==> src/rtl/proc_pkg.sv <==
// Shared definitions for the 12-bit ADD/SUB processor: instruction field
// positions, opcode encodings and the sequencer state type.
package proc_pkg;

  localparam int unsigned INSTR_W = 12;

  localparam int unsigned RD_MSB  = 11;
  localparam int unsigned RD_LSB  = 9;
  localparam int unsigned RS1_MSB = 8;
  localparam int unsigned RS1_LSB = 6;
  localparam int unsigned RS2_MSB = 5;
  localparam int unsigned RS2_LSB = 3;
  localparam int unsigned OPC_BIT = 0;

  localparam logic OP_ADD = 1'b0;
  localparam logic OP_SUB = 1'b1;

  typedef enum logic [2:0] {
    StIdle,
    StFetch,
    StWait,
    StDecode,
    StExecute,
    StWriteback
  } seq_state_e;

endpackage

==> src/rtl/instr_sequencer.sv <==
// Fetch/decode/execute/writeback sequencer: fetches run_len instructions from
// start_pc and steers register-file addresses, write enable and ALU op.
module instr_sequencer
  import proc_pkg::*;
#(
  parameter int unsigned PC_W = 8,
  parameter int unsigned RA_W = 3
) (
  input  logic               clk,
  input  logic               rst_n,
  input  logic               start,
  input  logic [PC_W-1:0]    start_pc,
  input  logic [PC_W-1:0]    run_len,
  input  logic               halt,
  output logic               imem_req,
  output logic [PC_W-1:0]    imem_addr,
  input  logic [INSTR_W-1:0] imem_rdata,
  input  logic               imem_rvalid,
  output logic [RA_W-1:0]    rf_raddr_a,
  output logic [RA_W-1:0]    rf_raddr_b,
  output logic [RA_W-1:0]    rf_waddr,
  output logic               rf_we,
  output logic               alu_op,
  output logic [PC_W-1:0]    pc,
  output logic               busy,
  output logic               done
);

  seq_state_e         state_q;
  logic [INSTR_W-1:0] ir_q;
  logic [PC_W-1:0]    remaining_q;
  logic               halt_q;
  logic [PC_W-1:0]    remaining_dec;
  logic               last_instr;
  logic               ir_live;
  logic               unused_ir;

  assign remaining_dec = remaining_q - PC_W'(1);
  // A halt arriving in the writeback cycle itself still ends the run here.
  assign last_instr    = (remaining_dec == '0) || halt_q || halt;
  assign ir_live       = state_q inside {StDecode, StExecute, StWriteback};

  assign imem_addr  = pc;
  assign busy       = (state_q != StIdle);
  assign rf_raddr_a = ir_live ? RA_W'(ir_q[RS1_MSB:RS1_LSB]) : '0;
  assign rf_raddr_b = ir_live ? RA_W'(ir_q[RS2_MSB:RS2_LSB]) : '0;
  assign rf_waddr   = ir_live ? RA_W'(ir_q[RD_MSB:RD_LSB])   : '0;
  assign alu_op     = ir_live ? ir_q[OPC_BIT] : OP_ADD;

  // Reserved instruction bits carry no meaning.
  assign unused_ir = ^ir_q[2:1];

  always_ff @(posedge clk or negedge rst_n) begin
    if (!rst_n) begin
      state_q     <= StIdle;
      ir_q        <= '0;
      remaining_q <= '0;
      halt_q      <= 1'b0;
      pc          <= '0;
      imem_req    <= 1'b0;
      rf_we       <= 1'b0;
      done        <= 1'b0;
    end else begin
      imem_req <= 1'b0;
      rf_we    <= 1'b0;
      done     <= 1'b0;
      if (state_q != StIdle && halt) begin
        halt_q <= 1'b1;
      end
      unique case (state_q)
        StIdle: begin
          if (start) begin
            pc          <= start_pc;
            remaining_q <= run_len;
            halt_q      <= 1'b0;
            if (run_len == '0) begin
              done <= 1'b1;
            end else begin
              state_q  <= StFetch;
              imem_req <= 1'b1;
            end
          end
        end
        StFetch: begin
          state_q <= StWait;
        end
        StWait: begin
          if (imem_rvalid) begin
            ir_q    <= imem_rdata;
            state_q <= StDecode;
          end
        end
        StDecode: begin
          state_q <= StExecute;
        end
        StExecute: begin
          state_q <= StWriteback;
          rf_we   <= 1'b1;
        end
        StWriteback: begin
          pc          <= pc + PC_W'(1);
          remaining_q <= remaining_dec;
          if (last_instr) begin
            state_q <= StIdle;
            done    <= 1'b1;
          end else begin
            state_q  <= StFetch;
            imem_req <= 1'b1;
          end
        end
        default: begin
          state_q <= StIdle;
        end
      endcase
    end
  end

endmodule
==> config.mk <==
export PLATFORM = sky130hd
export DESIGN_NAME = instr_sequencer
export DESIGN_NICKNAME = d
export VERILOG_FILES = /design/src/rtl/proc_pkg.sv /design/src/rtl/instr_sequencer.sv
export SDC_FILE = /design/constraint.sdc
export NUM_CORES = 1
export LEC_CHECK = 0
export BUFFER_PORTS_ARGS = -buffer_cell sky130_fd_sc_hd__buf_2
export CAP_MARGIN = 20
export CORE_MARGIN = 8
export CORE_UTILIZATION = 40
export CTS_CLUSTER_SIZE = 40
export DETAILED_ROUTE_END_ITERATION = 8
export PLACE_DENSITY = 0.69
export SYNTH_ARGS = -nofsm -noshare
export SYNTH_HDL_FRONTEND = slang
export SYNTH_SLANG_ARGS = --single-unit
==> constraint.sdc <==
create_clock -name clk -period 5.2 [get_ports clk]
set_clock_uncertainty 0.2 [all_clocks]
set_input_delay 1.04 -clock clk [delete_from_list [all_inputs] [get_ports clk]]
set_output_delay 1.04 -clock clk [all_outputs]
set_load 0.02 [all_outputs]
Word level (Yosys, flattened, before mapping):

Index checks and enable logic that the tools add are counted.

* bits in registers: 35
* bits in latches: 0
* bits in writable memories: 0
* memory bits (read-only): 0
* input port bits: 33
* word-level logic and storage cells: 55
* memories kept: 0

* add/subtract/negate cells: 2
* $mul: 0
* div/mod/pow operators: 0
* order comparisons: 0
* equality and inequality tests: 8
* shift-type cells: 0
* mux-type cells: 25
* bitwise logic cells: 0
* reduce and logical (&&, ||, !) cells: 12

Operators with widths (number)
* 8-bit case mux with 2 select lines: 2
* 3-bit two-way mux: 6
* 3-bit case mux with 6 select lines: 1
* 8-bit zero test: 2
* 8-bit two-way mux: 2
* 1-bit two-way mux: 12
* 8-bit by 1-bit adder with 8-bit output, second input constant: 1
* 8-bit by 1-bit subtractor with 8-bit output, second input constant: 1
* 3-bit by 2-bit equality test with 1-bit output, second input constant: 2
* 3-bit equality test, second input constant: 2
* 2-bit inequality test, second input constant: 3
* 3-bit nonzero test: 2
* 1-bit case mux with 2 select lines: 2
* 2-bit AND reduction: 2
* 3-bit by 1-bit equality test with 1-bit output, second input constant: 1
* 3-bit zero test: 1
* 3-bit AND reduction: 1
* 1-bit logical OR: 2
* 2-bit nonzero test: 1
* 1-bit logical AND: 1

Logic depth before layout (Yosys ltp):

Gate-level depths: netlist of run 1.

* depth after elaboration: 6
* depth in mapped cells: 8
* gate-level depth less buffers: 7

Least setup slack after synthesis of run 1:

OpenSTA, ideal clock, no wires.

* path kind: reg-to-output
* start: register state_q[1]
* end: output port alu_op
* arrival: 1.337 ns
* required time: 3.960 ns
* slack: 2.623 ns
* cell stages (with the launch flop): 5
* cells stage by stage: dfrtp_1 -> nand3b_1 -> buf_2 -> nand2b_1 -> and2_1

* longest elaborated chain between the ends: 3

RTL lines
* from (decl): RTL line instr_sequencer.sv:29 `seq_state_e state_q;`
* from (signal assigned): RTL line instr_sequencer.sv:55 `state_q <= StIdle;`
* from (signal assigned): RTL line instr_sequencer.sv:79 `state_q <= StFetch;`
* from (signal assigned): RTL line instr_sequencer.sv:85 `state_q <= StWait;`
* 3-bit by 2-bit equality test with 1-bit output or 3-bit equality test (tied branches): RTL line instr_sequencer.sv:41 `assign ir_live = state_q inside {StDecode, StExecute, StWriteback};`
* 3-bit nonzero test (*): RTL line instr_sequencer.sv:41
* 1-bit two-way mux (*): RTL line instr_sequencer.sv:48 `assign alu_op = ir_live ? ir_q[OPC_BIT] : OP_ADD;`
* to (decl): RTL line instr_sequencer.sv:23 `output logic alu_op,`

Mark *: on every way between the ends. The rest lies on a longest branch, timed or not.

Final worst setup path of run 1:

* start: register state_q[1]
* end: output port rf_raddr_b[2]

* longest elaborated chain between the ends: 3

RTL lines
* 3-bit by 2-bit equality test with 1-bit output or 3-bit equality test (tied branches): RTL line instr_sequencer.sv:41
* 3-bit nonzero test (*): RTL line instr_sequencer.sv:41
* 3-bit two-way mux (*): RTL line instr_sequencer.sv:46 `assign rf_raddr_b = ir_live ? RA_W'(ir_q[RS2_MSB:RS2_LSB]) : '0;`
* to (decl): RTL line instr_sequencer.sv:20 `output logic [RA_W-1:0] rf_raddr_b,`

Marks and branches as above.

==> results of run 1 <==
==> sequential cells by signal, summed over array words and instances, names as in the netlist <==
name	cells
state_q	3
ir_q	10
done	1
halt_q	1
imem_req	1
imem_addr	8
remaining_q	8
rf_we	1
==> per-layer routing <==
metal,vias up,GRT usage [%],routed length (microns)
li1,754,-,-
met1,738,14.7,1930
met2,60,18.7,1950
met3,9,5.76,409
met4,0,4.95,82
met5,-,0,0
==> power by group through the flow <==
stage               registers, mW  clock network [mW]  logic (mW)
floorplan                   0.510                   0       0.501
global placement            0.497                   0       0.643
detailed placement          0.504                   0       0.653
CTS                         0.500               0.257       0.657
global route                0.520               0.271       0.718
finish                      0.501               0.249       0.648
==> area by class of cell <==
type / count / area [sq um]
Clock inverter: 1 / 30.0
Sequential cell: 33 / 826
Tap cell: 52 / 65.1
Fill cell: 431 / 2180
Timing Repair Buffer: 60 / 300
Multi-Input combinational cell: 132 / 856
Clock buffer: 7 / 86.3
Inverter: 3 / 11.3
==> per-stage QoR <==
| step | power, mW | utilization, % | instances |
|---|---|---|---|
| 2_1_floorplan | 1.01 | - | 185 |
| 3_3_place_gp | 1.14 | 47.3 | 280 |
| 3_5_place_dp | 1.16 | 47.3 | 280 |
| 4_1_cts | 1.41 | 49.9 | 288 |
| 5_1_grt | 1.51 | 49.9 | 288 |
| 6_report | 1.40 | 49.9 | 288 |
==> synthesized netlist by cell type, types with 2 or more instances <==
| cell | n | area [sq um] |
|---|---|---|
| sky130_fd_sc_hd__inv_1 | 3 | 11.3 |
| sky130_fd_sc_hd__nor3_1 | 6 | 30.0 |
| sky130_fd_sc_hd__buf_4 | 8 | 60.1 |
| sky130_fd_sc_hd__nor4_1 | 2 | 12.5 |
| sky130_fd_sc_hd__xnor2_1 | 3 | 26.3 |
| sky130_fd_sc_hd__nand2_1 | 16 | 60.1 |
| sky130_fd_sc_hd__dfrtp_1 | 33 | 826 |
| sky130_fd_sc_hd__and3b_1 | 2 | 17.5 |
| sky130_fd_sc_hd__clkbuf_1 | 2 | 7.51 |
| sky130_fd_sc_hd__buf_6 | 2 | 22.5 |
| sky130_fd_sc_hd__a221oi_1 | 2 | 17.5 |
| sky130_fd_sc_hd__o22ai_1 | 2 | 12.5 |
| sky130_fd_sc_hd__a22oi_1 | 2 | 15.0 |
| sky130_fd_sc_hd__and2_1 | 10 | 62.6 |
| sky130_fd_sc_hd__or3_1 | 2 | 12.5 |
| sky130_fd_sc_hd__nand2b_1 | 2 | 12.5 |
| sky130_fd_sc_hd__buf_2 | 5 | 25.0 |
| sky130_fd_sc_hd__o21ai_0 | 9 | 45.0 |
| sky130_fd_sc_hd__nand3_1 | 7 | 35.0 |
| sky130_fd_sc_hd__o32ai_1 | 2 | 17.5 |
| sky130_fd_sc_hd__ha_1 | 3 | 37.5 |
| sky130_fd_sc_hd__a21oi_1 | 12 | 60.1 |
| sky130_fd_sc_hd__o221a_2 | 2 | 22.5 |
| sky130_fd_sc_hd__nor2_1 | 17 | 63.8 |
| sky130_fd_sc_hd__mux2_2 | 10 | 113 |
==> critical path: stages (launching register included) <==
cell and delay, ps:
sky130_fd_sc_hd__dfrtp_1 450, sky130_fd_sc_hd__nand3b_1 560, sky130_fd_sc_hd__nand2b_1 450, sky130_fd_sc_hd__and2_1 180
sky130_fd_sc_hd__buf_2 160
==> kinds of logic (layout without fill, tap and decap cells) <==
group	count (synthesis)	in the layout	share of synthesized area (%)
xor+xnor	4	4	1.94
mux	10	10	6.23
buf+inv	20	71	6.99
fa+ha+maj	3	3	2.08
compound gates	43	43	16.0
simple gates	72	72	21.1
flops	33	33	45.7
==> worst paths after layout <==
path	startpoint	endpoint	slack, ps
max	state_q[1]	rf_raddr_b[2]	1870
min	halt_q	halt_q	290
max reg2reg	state_q[1]	remaining_q[7]	2920
min reg2reg	halt_q	halt_q	290
max in group asynchronous	rst_n	remaining_q[6]	3690
min in group asynchronous	rst_n	ir_q[0]	620
==> results.txt, run 1 <==
The fmax came out at 300 MHz. The final weighted congestion of routability-driven global placement came out at between 0.8 and 0.9. The routed length per instance is 15.2 microns. The die area is 0.00693 sq mm. The number of stages on the worst hold path is 2.

The summed instance area of the synthesized netlist came out at ~0.0018 sq mm. The die boundary width is roughly 83 microns. The pre-CTS setup slack is about 2100 ps.

The worst ir drop on vdd came out at 0.188 mV. The area inside the core boundary is 0.00435 sq mm. The sequential cell area fraction in the yosys report came out at 45.7%. The number of warnings printed during yosys synthesis is 0. The H-tree generated during clock tree synthesis spans 2 levels.

The number of setup violations in the final report came out at 0. Synthesis produced a netlist with a net count of ~220. The first detailed-routing pass took 5 iterations. Leaving out fill and tap cells, the most frequent cells in the layout are sky130_fd_sc_hd__buf_2 (60), sky130_fd_sc_hd__dfrtp_1 (33), sky130_fd_sc_hd__nor2_1 (17). Global routing finished with a remaining overflow of 0. The proportion of layout cells with a drive suffix above 1 is 35.2%.

The count of pins on the block boundary is 63. Synthesis inferred 33 register bits. The routed layout has 1561 vias.

The setup slack after layout came out at 1870 ps. The overall global routing resource usage came out at ~12%. Setup repair after global routing left no endpoint under its margin. The effective utilization at floorplan is 41.5%. Dividing the final minimum period by the clock period gives 64.1%. For this design the total switching power over the nets is 598 uW.

The count of final max-slew check failures is 0. The first global-routing pass estimated 7090 microns of wire. The count of different cell masters after synthesis came out at 46. The peak fanout along the critical path came out at 12. At the worst endpoint, the arrival time is 2090 ps. The clock latency on the worst-skew pair came out at 290 ps. The initial detailed-routing violation count came out at 48. The sequential fraction of design power came out at a little over a third.

In this run the core area contains 24 standard-cell rows. The number of buffers added for setup after CTS is 0. By startpoint and endpoint, the worst setup path is classified as register to output pin. The clock group share of total power came out at 17.8%. The flow ran to the end, and the final reports show no timing, DRC or antenna violations. The number of antenna violations at the first check in global routing came out at 0. The worst setup path is captured at an output pin.

The tightest min-delay check is of the register to register type. The number of nets still failing antenna checks after routing came out at 0. In this run the cell area measured after placement is just over 0.002 sq mm. The clock slew at the register clock pins of the worst setup and hold paths is approximately 70 ps.

The detailed placer's ending HPWL came out at 3230 microns. The max-capacitance violation count came out at 0. After synthesis, the share of flip-flops with an asynchronous set or reset is 100%.

The clock passes through at most 2 buffers. The final-layout worst hold slack is 293 ps. Leaving out fill and tap cells, the most frequent cell in the layout is sky130_fd_sc_hd__buf_2. For this design the ratio of total power to cell area is 642 mW/mm^2. The depth of the most critical reg-to-reg path came out at 5. The most used flip-flop cell after synthesis is sky130_fd_sc_hd__dfrtp_1. The share of power burned in combinational logic is 46.4%. The average vias per placed instance is 5.42. The required arrival time at the worst endpoint is 3960 ps. The number of resized instances in the post-cts repair step is 0. The tree is rooted in a sky130_fd_sc_hd__clkbuf_8. The number of buffers added on ports is 60. The final instance area is around 0.0022 sq mm. The static power due to leakage is 0.997 nW.

The net switching fraction of the power came out at between 40% and 50%. TritonCTS built the clock tree. STA classifies the critical path startpoint as a register. The number of instances in the synthesized netlist came out at approximately 190.

The y dimension of the die is about 83 microns. The number of flops mapped to enable cells by yosys came out at 0. The largest net degree at the start of global routing is 34. The post-detailed-route DRC marker count came out at 0.

The clock sink total came out at 33. The max-slew headroom at the worst pin is about half. After the last flow step, the layout net total stands at roughly 270. The area growth from synthesis to layout is 20.3%.

Cell internal power was estimated by the tool at 799 uW. Clock tree synthesis inserted a total of 5 buffers. The number of global-route vias before repair is 1508. The antenna cell count came out at 0. The count of hold-fix buffers inserted at cts came out at 0.

The number of hold-slack violations in the final timing report came out at 0. The clock period minus final worst setup slack came out at 3330 ps. After synthesis, the mean cell area works out to 9.77 sq um.

After routing, the total negative slack on setup checks comes to 0 ps. The final routed wirelength across all metal layers is 4380 microns. The slew at the pin with the worst max-slew slack is 758 ps.
Note: power is estimated with default switching activity, not from simulation.
==> run 2: changes to the inputs <==
Settings changed: ABC_AREA from default to 1.
Clock period 5.2 ns to 3.3 ns, I/O delays scaled along.
==> results.txt, run 2 <==
Across the run, the number of max-cap violations was 0. The kind of cell with the highest combined delay along the critical path is simple AND/OR/NAND/NOR gates. The total nets after synthesis came out at 254.

The count of hold-fix buffers inserted at cts came out at 0. The die boundary width came out at 84.5 microns. The share of synthesized registers carrying an async set or reset came out at 100%. On the critical path, the stage with the largest delay is an instance of sky130_fd_sc_hd__dfrtp_1. The number of flops mapped to enable cells by yosys is 0.

Using the TritonRoute via totals, the vias-per-cell ratio works out to approximately 5. The worst path in the final design needs a cycle of 2430 ps, including I/O delays and setup. The worst setup path is captured at an output pin.

The reg2reg setup slack is between 1000 and 1500 ps. The peak fanout along the critical path came out at 10. The number of nets still failing antenna checks after routing is 0. The path class of the tightest hold or removal check is input port to async pin. The floorplan step defined a die boundary enclosing roughly 0.0071 sq mm. In this run the biggest area consumer among cell types represents 44.0% of the synthesized area.

The endpoint identified for the worst register-to-register timing path is imem_req. In the post-synthesis netlist, the biggest area contributors are sky130_fd_sc_hd__dfrtp_1 (44%), sky130_fd_sc_hd__nand2_1 (9.0%), sky130_fd_sc_hd__mux2_2 (6.0%), sky130_fd_sc_hd__inv_1 (5.8%), sky130_fd_sc_hd__buf_4 (4.0%). The number of filler instances in the final layout came out at 454. The count of final max-slew check failures was 0.

The library cell used most frequently in the layout, excluding fill and tap cells, is sky130_fd_sc_hd__buf_2. The share of synthesized cell area in and, or, nand and nor gates came out at 21.5%. Counting flops and latches in the post-synthesis netlist gives 33. After detailed routing, the number of remaining DRC violations is 0.

The sequential cell area fraction in the yosys report is 44.0%. The number of resized instances in the post-cts repair step is 0. The total CTS buffers came out at 5. The cell count after synthesis came out at about 220. The arrival time at the worst endpoint is 1570 ps. The number of antenna violations at the first check in global routing came out at 0. The proportion of layout cells with a drive suffix above 1 came out at 34.9%. The max-slew headroom at the worst pin came out at 51.5%. In this run the clock root is driven by a sky130_fd_sc_hd__clkbuf_8. The first global-routing pass estimated 7510 microns of wire. The final period utilization came out at approximately three quarters. The routed layout has 1623 vias.

The detailed placer's ending HPWL is 3240 microns. The Yosys step of the flow raised 0 warnings. Relative to the synthesized area, the layout overhead comes to 22.1%. The number of hold-slack violations in the final timing report is 0. The number of global-route vias before repair came to 1698. The total design power is 2.33 mW. The core region is 0.00463 sq mm. By count the netlist is led by sky130_fd_sc_hd__nand2_1 (45), sky130_fd_sc_hd__dfrtp_1 (33), sky130_fd_sc_hd__inv_1 (29).

The library cells used most frequently in the layout, excluding fill and tap cells, are sky130_fd_sc_hd__buf_2 (60), sky130_fd_sc_hd__nand2_1 (45), sky130_fd_sc_hd__dfrtp_1 (33). Each instance of the synthesized netlist takes up on average 8.61 sq um. Global routing used 13.2% of the available tracks. The worst register-to-register path begins at remaining_q[0]. The worst ir drop on vdd came out at 0.295 mV. The count of pins on the block boundary is 63. Setup violations remaining at the end of the flow were counted as 0.

The first-pass iteration count of the detailed router is 4. The final weighted congestion of routability-driven global placement came out at 0.778. The summed instance area of the synthesized netlist is around 0.0019 sq mm. The run finished with clean final reports.

The register with the most flip-flops in the layout has 10 of them. The setup TNS came out at 0 ps. The slew at the pin with the worst max-slew slack is 727 ps.

The standard-cell row count came out at 25. The post-synthesis compound-gate area fraction is about an eighth. Measured against the total synthesized area, the mux share comes to 6.00%.

Buffers added to address setup during post-CTS repair amount to 0. The count of different cell masters after synthesis is 33. The biggest area contributor in the post-synthesis netlist is sky130_fd_sc_hd__dfrtp_1. 0 antenna diodes ended up in the layout. The critical setup path kind is register to output pin. After synthesis, the largest family of logic cells by area is simple AND/OR/NAND/NOR gates.

The adder-cell share of the synthesized area is 2.00%. The tree built by TritonCTS fans out to 33 sinks. The final layout net count came out at 310. For this run, the top clock speed supported by timing is 411 MHz. Measured in cells, the most critical reg-to-reg path has a length of 11. For this run, the leading register cell type out of synthesis is sky130_fd_sc_hd__dfrtp_1. TritonCTS built the clock tree. The area share of xor/xnor cells in the synthesized design came out at approximately 2.3%. The final routed wirelength across all metal layers came out at 4400 microns. In this run the static leakage power is between 1 and 1.5 nW. The H-tree level count came out at 2. The effective utilization at floorplan is about two fifths. Ranked by flip-flop count, first place goes to ir_q. The required arrival time at the worst endpoint came out at between 2000 and 2500 ps. The startpoint kind of the worst setup timing path is a register. The maximum single-stage delay on the critical path is slightly above 400 ps.

Measured along the y axis, the die boundary spans 84.5 microns. Clock-pin slew was measured on the worst setup and hold paths at 70 ps. The later pin in the worst-skew pair is clocked with a latency of 290 ps. The largest net degree at the start of global routing came out at 34.

The most numerous cell in the Yosys netlist is sky130_fd_sc_hd__nand2_1. The power density over the cells came out at ~1000 mW/mm^2. The total grt overflow came out at 0. The initial detailed-routing violation count came out at around 70. The maximum buffer depth of the clock tree came out at 2. The critical path goes through inv_2 -> nand2_1 -> nor2_1 -> inv_1 -> nand3_2 -> nand2_1 -> inv_1 -> buf_2.

Setup repair after global routing left no endpoint under its margin. The routed length per instance came out at approximately 13 microns. The buffers plus inverters on the worst setup path is 4. The number of buffers added on ports is 60.
run 2: worst max-delay path by stage:
stage / from / endpoint / slack [ps] / cells after the start
6_report: state_q[0] / alu_op / 870 / 8
5_1_grt: state_q[0] / alu_op / 660 / 8
4_1_cts: state_q[0] / alu_op / 850 / 8
3_5_place_dp: state_q[0] / alu_op / 1200 / 8
3_3_place_gp: state_q[0] / rf_raddr_a[2] / 1220 / 8
2_1_floorplan: state_q[1] / alu_op / 1360 / 6
run 2: logic make-up (layout without fill, tap and decap cells):
kind of cell,Yosys count,after routing
simple gates,87,87
buf+inv,46,103
mux,10,10
flops,33,33
xor+xnor,5,5
compound gates,34,34
fa+ha+maj,3,3
run 2: power by group:
part	switching [mW]	internal, mW	total, mW
Combinational	0.718	0.416	1.13
Clock	0.155	0.300	0.455
Sequential	0.146	0.597	0.743
Total	1.02	1.31	2.33
run 2: worst reg2reg max path, stage by stage (launching register included):
cell and delay (ps):
sky130_fd_sc_hd__dfrtp_1 390, sky130_fd_sc_hd__inv_1 160, sky130_fd_sc_hd__ha_1 190, sky130_fd_sc_hd__inv_1 60, sky130_fd_sc_hd__nor2_2 120, sky130_fd_sc_hd__nand2_1 90
sky130_fd_sc_hd__o21ai_1 180, sky130_fd_sc_hd__nand2_1 70, sky130_fd_sc_hd__nor2_1 120, sky130_fd_sc_hd__nand2_1 70, sky130_fd_sc_hd__nand3_1 90, sky130_fd_sc_hd__o21ai_1 80
run 2: cell type report:
type	instances	area [sq um]	share of cell area, %
tap	54	67.6	2.95
inverter	34	130	5.68
multi-input combinational	139	827	36.1
timing repair buffer	61	308	13.4
clock buffer	5	68.8	3.00
sequential	33	826	36.0
clock inverter	3	65.1	2.84
run 2: metal layers:
layer  share of wire (%)  global-route usage (%)  vias up
li1                    -                       -      815
met1                  42                    13.8      759
met2                  49                    22.8       41
met3                 6.1                    4.88        8
met4                 2.2                    6.80        0
met5                   0                       0        -
run 2: through the flow:
stage	hold slack (ps)	utilization [%]	instances	setup slack, ps	instance area [sq um]
final	220	49.5	329	867	2290
after global routing	283	49.5	329	665	2290
after CTS	258	49.5	329	853	2290
after detailed placement	294	46.6	321	1200	2160
after global placement	287	46.6	321	1220	2160
after floorplan	164	-	218	1360	1880
